<file path="config.mk">
export PLATFORM = sky130hd
export DESIGN_NAME = apb3_csr_bank
export DESIGN_NICKNAME = d
export VERILOG_FILES = /design/src/rtl/apb3_csr_bank.sv
export SDC_FILE = /design/constraint.sdc
export NUM_CORES = 1
export LEC_CHECK = 0
export ABC_AREA = 1
export CORE_AREA = 2 2 279 281
export CTS_CLUSTER_SIZE = 10
export DETAILED_ROUTE_END_ITERATION = 10
export DIE_AREA = 0 0 281 283
export SYNTH_ARGS = -nofsm -noshare
export SYNTH_HDL_FRONTEND = slang
export SYNTH_SLANG_ARGS = --single-unit
</file>
<file path="constraint.sdc">
create_clock -name clk -period 3.87 [get_ports clk]
set_input_delay 0.774 -clock clk [delete_from_list [all_inputs] [get_ports clk]]
set_output_delay 0.774 -clock clk [all_outputs]
set_load 0.02 [all_outputs]
</file>
<file path="src/rtl/apb3_csr_bank.sv">
// APB3 control/status register bank: R/W control words, read-only status words,
// sticky W1C events with interrupt, self-clearing pulse word and a constant ID.
module apb3_csr_bank #(
    parameter int unsigned ADDR_WIDTH  = 12,
    parameter int unsigned DATA_WIDTH  = 32,
    parameter int unsigned NUM_CTRL    = 8,
    parameter int unsigned NUM_STAT    = 10,
    parameter int unsigned NUM_EVT     = 8,
    parameter int unsigned WAIT_STATES = 0,
    parameter logic [DATA_WIDTH-1:0] ID_VALUE = 32'hABCD_5678
) (
    input  logic                           clk,
    input  logic                           resetn,
    input  logic [ADDR_WIDTH-1:0]          PADDR,
    input  logic                           PSEL,
    input  logic                           PENABLE,
    input  logic                           PWRITE,
    input  logic [DATA_WIDTH-1:0]          PWDATA,
    output logic                           PREADY,
    output logic [DATA_WIDTH-1:0]          PRDATA,
    output logic                           PSLVERROR,
    output logic [NUM_CTRL*DATA_WIDTH-1:0] ctrl_out,
    output logic [NUM_CTRL-1:0]            ctrl_wr_stb,
    input  logic [NUM_STAT*DATA_WIDTH-1:0] stat_in,
    input  logic [NUM_EVT-1:0]             evt_in,
    output logic [DATA_WIDTH-1:0]          pulse_out,
    output logic                           irq
);

    localparam int unsigned IW = ADDR_WIDTH - 2;
    localparam int unsigned CW = 4;
    localparam logic [IW-1:0] IDX_STAT   = IW'(NUM_CTRL);
    localparam logic [IW-1:0] IDX_EVT_ST = IW'(NUM_CTRL + NUM_STAT);
    localparam logic [IW-1:0] IDX_EVT_EN = IW'(NUM_CTRL + NUM_STAT + 1);
    localparam logic [IW-1:0] IDX_PULSE  = IW'(NUM_CTRL + NUM_STAT + 2);
    localparam logic [IW-1:0] IDX_ID     = IW'(NUM_CTRL + NUM_STAT + 3);

    logic [NUM_CTRL-1:0][DATA_WIDTH-1:0] ctrl_q, ctrl_d;
    logic [NUM_STAT-1:0][DATA_WIDTH-1:0] stat_w;
    logic [NUM_CTRL-1:0]                 stb_q, stb_d;
    logic [NUM_EVT-1:0]                  evt_st_q, evt_st_d;
    logic [NUM_EVT-1:0]                  evt_en_q, evt_en_d;
    logic [DATA_WIDTH-1:0]               pulse_q, pulse_d;
    logic                                irq_q, irq_d;
    logic [CW-1:0]                       cnt_q, cnt_d;

    logic [IW-1:0]         idx_c;
    logic                  acc_c;
    logic                  is_stat_c;
    logic                  err_c;
    logic                  wr_c;
    logic [DATA_WIDTH-1:0] rdata_c;

    assign stat_w    = stat_in;
    assign idx_c     = PADDR[ADDR_WIDTH-1:2];
    assign acc_c     = PSEL && PENABLE;
    assign is_stat_c = (idx_c >= IDX_STAT) && (idx_c < IDX_EVT_ST);
    assign err_c     = (PADDR[1:0] != 2'b00) || (idx_c > IDX_ID) ||
                       (PWRITE && (is_stat_c || (idx_c == IDX_ID)));
    assign PREADY    = acc_c && (cnt_q == CW'(WAIT_STATES));
    assign wr_c      = PREADY && PWRITE && !err_c;
    assign PSLVERROR = PREADY && err_c;
    assign PRDATA    = (PREADY && !err_c) ? rdata_c : '0;

    // Read mux; PULSE and unmapped words read as zero.
    always_comb begin
        rdata_c = '0;
        for (int unsigned k = 0; k < NUM_CTRL; k++) begin
            if (idx_c == IW'(k)) rdata_c = ctrl_q[k];
        end
        for (int unsigned k = 0; k < NUM_STAT; k++) begin
            if (idx_c == IW'(NUM_CTRL + k)) rdata_c = stat_w[k];
        end
        if (idx_c == IDX_EVT_ST) rdata_c = DATA_WIDTH'(evt_st_q);
        if (idx_c == IDX_EVT_EN) rdata_c = DATA_WIDTH'(evt_en_q);
        if (idx_c == IDX_ID)     rdata_c = ID_VALUE;
    end

    // Next-state: write commit, sticky events (set wins over W1C), wait counter.
    always_comb begin
        logic [NUM_EVT-1:0] evt_clr;
        ctrl_d   = ctrl_q;
        stb_d    = '0;
        evt_en_d = evt_en_q;
        pulse_d  = '0;
        evt_clr  = '0;
        if (wr_c) begin
            for (int unsigned k = 0; k < NUM_CTRL; k++) begin
                if (idx_c == IW'(k)) begin
                    ctrl_d[k] = PWDATA;
                    stb_d[k]  = 1'b1;
                end
            end
            if (idx_c == IDX_EVT_EN) evt_en_d = PWDATA[NUM_EVT-1:0];
            if (idx_c == IDX_EVT_ST) evt_clr  = PWDATA[NUM_EVT-1:0];
            if (idx_c == IDX_PULSE)  pulse_d  = PWDATA;
        end
        evt_st_d = (evt_st_q & ~evt_clr) | evt_in;
        irq_d    = |(evt_st_q & evt_en_q);
        cnt_d    = (acc_c && !PREADY) ? cnt_q + CW'(1) : '0;
    end

    always_ff @(posedge clk or negedge resetn) begin
        if (!resetn) begin
            ctrl_q   <= '0;
            stb_q    <= '0;
            evt_st_q <= '0;
            evt_en_q <= '0;
            pulse_q  <= '0;
            irq_q    <= 1'b0;
            cnt_q    <= '0;
        end else begin
            ctrl_q   <= ctrl_d;
            stb_q    <= stb_d;
            evt_st_q <= evt_st_d;
            evt_en_q <= evt_en_d;
            pulse_q  <= pulse_d;
            irq_q    <= irq_d;
            cnt_q    <= cnt_d;
        end
    end

    assign ctrl_out    = ctrl_q;
    assign ctrl_wr_stb = stb_q;
    assign pulse_out   = pulse_q;
    assign irq         = irq_q;

endmodule

</file>
Word level (Yosys, flattened, before mapping)
Cells that the tools add are included.
- bits in registers: 317
- input bits: 377
- output and inout port bits: 331
- word-level logic and storage cells: 106
- add/subtract/negate cells: 1
- order comparisons: 3
- equality and inequality tests: 21
- muxes and demuxes: 36
- bitwise logic cells: 4
- reductions and logical operators: 27
- operators by type and width (operator ; count):
    $mux W32 ; 24
    $eq A10 B4 Y1 const B ; 8
    $eq A10 B5 Y1 const B ; 6
    $eq A10 B3 Y1 const B ; 4
    $mux W8 ; 3
    $eq A10 B2 Y1 const B ; 2
    $reduce_and A2 Y1 ; 9
    $and A8 B8 Y8 ; 2
    $eq A10 B1 Y1 const B ; 1
    $ge A10 B4 Y1 const B ; 1
    $gt A10 B5 Y1 const B ; 1
    $logic_not A10 Y1 ; 1
    $lt A10 B5 Y1 const B ; 1
    $logic_and A1 B1 Y1 ; 9
    $mux W1 ; 8
    $not A8 Y8 ; 1
    $or A8 B8 Y8 ; 1
    $reduce_or A8 Y1 ; 1
    $add A4 B1 Y4 const B ; 1
    $logic_not A4 Y1 ; 1
    $mux W4 ; 1
    $logic_or A1 B1 Y1 ; 3
    $logic_not A1 Y1 ; 2
    $reduce_bool A2 Y1 ; 1

Longest topological paths before layout
- word-level depth: 23
- mapped depth: 20
- depth with buffers taken out: 20

Least setup slack after synthesis
No wires, ideal clock.
- path type: input to output
- start point: input port PADDR[9]
- end point: output port PRDATA[14]
- arrival time: 2.623 ns
- required time: 3.096 ns
- slack: 0.473 ns
- stages on the path: 12
- buffers on the path: 3
- cell sequence: nor2_1 > nand2_1 > buf_4 > buf_6 > buf_2 > nor3_2 > inv_1 > nor2_1 > nor3_1 > nand4_1 > nand2_1 > a21oi_1
- cells in the longest elaborated chain, start to end: 23
- elaborated cells between the ends (all ways): 53
- those cells by class: order compare: 3; eq/ne: 20; mux: 22; reduce/logical: 8
- ends and longest elaborated chain (element ; line ; source):
    from (decl) ; 14 ; input logic [ADDR_WIDTH-1:0] PADDR,
    $logic_not A10 Y1 ; 69 ; if (idx_c == IW'(k)) rdata_c = ctrl_q[k];
    $mux W32 (8 in a row) ; 69 ;
    $mux W32 (10 in a row) ; 72 ; if (idx_c == IW'(NUM_CTRL + k)) rdata_c = stat_w[k];
    $mux W32 ; 74 ; if (idx_c == IDX_EVT_ST) rdata_c = DATA_WIDTH'(evt_st_q);
    $mux W32 ; 75 ; if (idx_c == IDX_EVT_EN) rdata_c = DATA_WIDTH'(evt_en_q);
    $mux W32 ; 76 ; if (idx_c == IDX_ID) rdata_c = ID_VALUE;
    $mux W32 * ; 63 ; assign PRDATA = (PREADY && !err_c) ? rdata_c : '0;
    to (decl) ; 20 ; output logic [DATA_WIDTH-1:0] PRDATA,
Mark *: on every way between the ends. The rest lies on a longest branch, timed or not.

Final worst setup path
- start point: input port PADDR[10]
- end point: output port PRDATA[16]
Same word-level chain as after synthesis.

==> results.py <==
metrics = {
    "outcome": {
        "outcome": "complete, but fails checks",
        "violations": "setup timing",
    },
    "worst_setup_path": {
        "r2r_start": "cnt_q[0]$_DFF_PN0_",
        "end_kind": "output pin",
        "reg2reg_depth": 14,
        "critPathRequiredTime_ns": 3.10,
        "r2r_slack_ns": 1.20,
        "critPathCapture": "PRDATA[16]",
        "startpoint": "PADDR[10]",
        "crit_path_start_kind": "input pin",
        "path_max_fanout": 4,
        "cp.arrival_ns": 3.25,
        "timing.rr.end": "pulse_out[30]$_DFF_PN0_",
        "critical_path_class": "in2out",
    },
    "final_layout": {
        "fillers": 7885,
        "drive_gt1_frac": 0.220,
        "final_area_um2": 30600,
        "nets": 3713,
        "area_growth_pct": 81.6,
        "final_util": 0.399,
    },
    "global_route": {
        "grt_first_pass_wirelength_um": 155000,
        "grt_overflow": 0,
        "grt_pass1_vias": 20000,
        "grt_antenna_before_repair": 31,
        "grt_max_degree": 76,
        "grt.total_usage": 0.276,
    },
    "detailed_routing": {
        "dr.first_iter.drc_count": 1302,
        "dr.pass1.iters": 6,
        "wl_per_cell_um": 25.8,
        "viasPerCell": 4.63,
        "num_vias": 20400,
        "post-route-drc-count": 0,
        "antenna_left": 0,
        "wirelength_um": 114000,
    },
    "place": {
        "place.gp.congestion": 0.965,
        "dp_hpwl_um": 90700,
        "dp_slack_ns": -1.34,
        "postPlaceCellArea_um2": 27400,
        "io_buffers": 707,
    },
    "yosys": {
        "yosysSeqAreaShare": 0.470,
        "syn-cell-area_um2": 16900,
        "synth_nets": 2724,
        "netlist_instances": 2345,
        "netlist.area_leader.share": 0.470,
        "postSynthAreaPerCell_um2": 7.19,
        "synth_cell_type_count": 40,
        "ys_ff_latch": 317,
        "yosysWarnings": 0,
        "synth_area_leaders": "dfrtp_1 (47%), nand2_1 (19%), o21ai_0 (8.5%)",
        "synth_top_cell_by_area": "dfrtp_1",
    },
    "power": {
        "swShare": 0.244,
        "seqPwrFrac": 0.435,
        "pwr-share-comb": 0.098,
        "internal_power_mw": 5.76,
        "switchingPower_mw": 1.86,
        "finalPower_mw": 7.62,
        "leakage_nw": 13.5,
        "vdd_drop_max_v": 0.000226,
        "clkPwrFrac": 0.467,
        "powerDensity_nw_per_um2": 249,
    },
    "worst_hold_path": {
        "hp-class": "in2async",
    },
    "clock_tree": {
        "clockBufferDepth": 3,
        "clock-root-buffer": "clkbuf_16",
        "clock_latency_ns": 0.58,
        "cts_sinks": 317,
        "cts-hold-fix-buffers": 0,
        "cts_tree": "yes",
        "cts_made_buffers": 40,
        "cts.clk_slew.worst_paths_ns": 0.06,
        "h-tree-depth": 2,
    },
    "timing": {
        "rsz0062_at_grt": "yes",
        "setup_slack_ns": -0.156,
        "finalSetupTns_ns": -1.45,
        "hold_viol": 0,
        "slew_headroom": 0.522,
        "post-route-min-period_ns": 4.03,
        "tightest_slew_ns": 0.717,
        "setup_viol": 19,
        "finalMaxSlewViolations": 0,
        "fin_skew_ns": 0.0251,
        "fin_crit_sh": 1.04,
        "max_freq_ghz": 0.248,
    },
    "die": {
        "ios": 708,
        "dieWidth_um": 281,
        "die_h_um": 283,
        "core_um2": 76700,
        "row_count": 102,
        "initial_utilization": 0.220,
        "dieArea_um2": 79500,
    },
    "flow_run": {
        "max_cap_violations": 0,
    },
}
-- state kept, by name, summed over array words and instances, names as in the netlist --
register     flops
pulse_out       32
ctrl_out       256
ctrl_wr_stb      8
irq              1
cnt_q            4
evt_en_q         8
evt_st_q         8
-- cells in the final DEF, fill, tap and decap left out, types with 29 or more instances in the layout --
master / synthesis / layout
buf_12: 0 / 54
nor2_4: 6 / 36
nand3_2: 1 / 36
dfrtp_1: 317 / 317
nand4_1: 89 / 89
buf_4: 6 / 255
inv_1: 211 / 193
or2_2: 35 / 29
clkdlybuf4s50_1: 0 / 664
nor3_1: 34 / 29
o21ai_0: 286 / 275
nand3_1: 79 / 34
clkbuf_16: 0 / 42
buf_6: 2 / 63
nand2_1: 868 / 816
nor2_1: 170 / 117
nor2_2: 9 / 33
nand2_2: 9 / 50
-- metal layers --
| layer | vias to the layer above | share of wire | global-route usage |
|---|---|---|---|
| met5 | - | 0.00054 | 0 |
| met1 | 9876 | 0.39 | 0.329 |
| met4 | 10 | 0.038 | 0.0949 |
| met2 | 832 | 0.49 | 0.474 |
| li1 | 9527 | - | - |
| met3 | 172 | 0.081 | 0.0764 |
-- what timing repair did --
item                       in CTS  in global routing
cloned                          4                  2
setup buffers                  57                 23
pin swaps                     160                186
setup endpoints to repair      32                 32
resized for setup             447                146
-- synth_stat cells (all sizes together) --
master  number
buf         40
o21bai       5
dfrtp      317
xor2         1
nor2       185
nand2      877
nand3       81
or2         37
and2         3
clkinv       1
nor4        10
ha           2
o22ai        6
inv        218
clkbuf      68
xnor2        1
o21ai      292
a211oi       1
nor3        40
a21oi       55
nand4       90
o211ai       2
o221ai       3
nand3b       6
a221oi       4
-- critical path, cell delays in order --
cell	delay (ns)
buf_8	0.10
buf_6	0.11
inv_4	0.05
nand2_4	0.06
buf_6	0.14
nor2_4	0.13
inv_2	0.07
nor2_4	0.14
inv_2	0.07
buf_6	0.13
nor2_4	0.14
clkinvlp_4	0.20
nor2_2	0.15
nor2_2	0.05
nand2_2	0.11
nand4_1	0.23
o21bai_1	0.21
nand2_1	0.07
nand2_1	0.06
a21oi_1	0.08
buf_4	0.18
-- kinds of logic after synthesis --
family / after synthesis / share of synthesized area
AO/OA/AOI/OAI: 368 / 0.112
flip-flops: 317 / 0.470
buffers and inverters: 327 / 0.0774
AND/OR/NAND/NOR: 1329 / 0.337
adder cells (fa/ha/maj): 2 / 0.00148
XOR/XNOR: 2 / 0.00104
-- power by group through the flow --
stage          Combinational, mW  Sequential [mW]  Clock (mW)
3_3_place_gp               0.678             3.38           0
6_report                   0.747             3.32        3.56
3_5_place_dp               0.677             3.38           0
2_1_floorplan             0.0795             3.38           0
5_1_grt                    0.792             3.31        3.75
4_1_cts                    0.732             3.32        3.63
-- how the worst min path moves through the flow --
stage,endpoint,slack (ns),cells past startpoint
after global placement,cnt_q[0]$_DFF_PN0_,0.48,1
after CTS,ctrl_out[7]$_DFFE_PN0P_,0.19,1
after floorplan,cnt_q[0]$_DFF_PN0_,0.45,1
after detailed placement,cnt_q[0]$_DFF_PN0_,0.48,1
after global routing,ctrl_out[106]$_DFFE_PN0P_,0.21,1
final,ctrl_out[106]$_DFFE_PN0P_,0.15,1
-- layout make-up --
cell class | instances | area (um2) | share of cell area
Clock inverter | 8 | 100 | 0.00327
Tap cell | 1040 | 1300 | 0.0425
Clock buffer | 49 | 1070 | 0.0351
Inverter | 219 | 866 | 0.0283
Sequential cell | 317 | 7930 | 0.259
Antenna cell | 16 | 40.0 | 0.00131
Multi-Input combinational cell | 1702 | 8710 | 0.284
Timing Repair Buffer | 1054 | 10600 | 0.346
-- metrics by stage --
| step | hold WS, ns | instances |
|---|---|---|
| CTS | 0.187 | 4371 |
| global route | 0.207 | 4405 |
| global placement | 0.475 | 4257 |
| finish | 0.150 | 4405 |
| detailed placement | 0.479 | 4257 |
| floorplan | 0.454 | 2345 |
No activity file was read; power rests on OpenSTA's default activity.
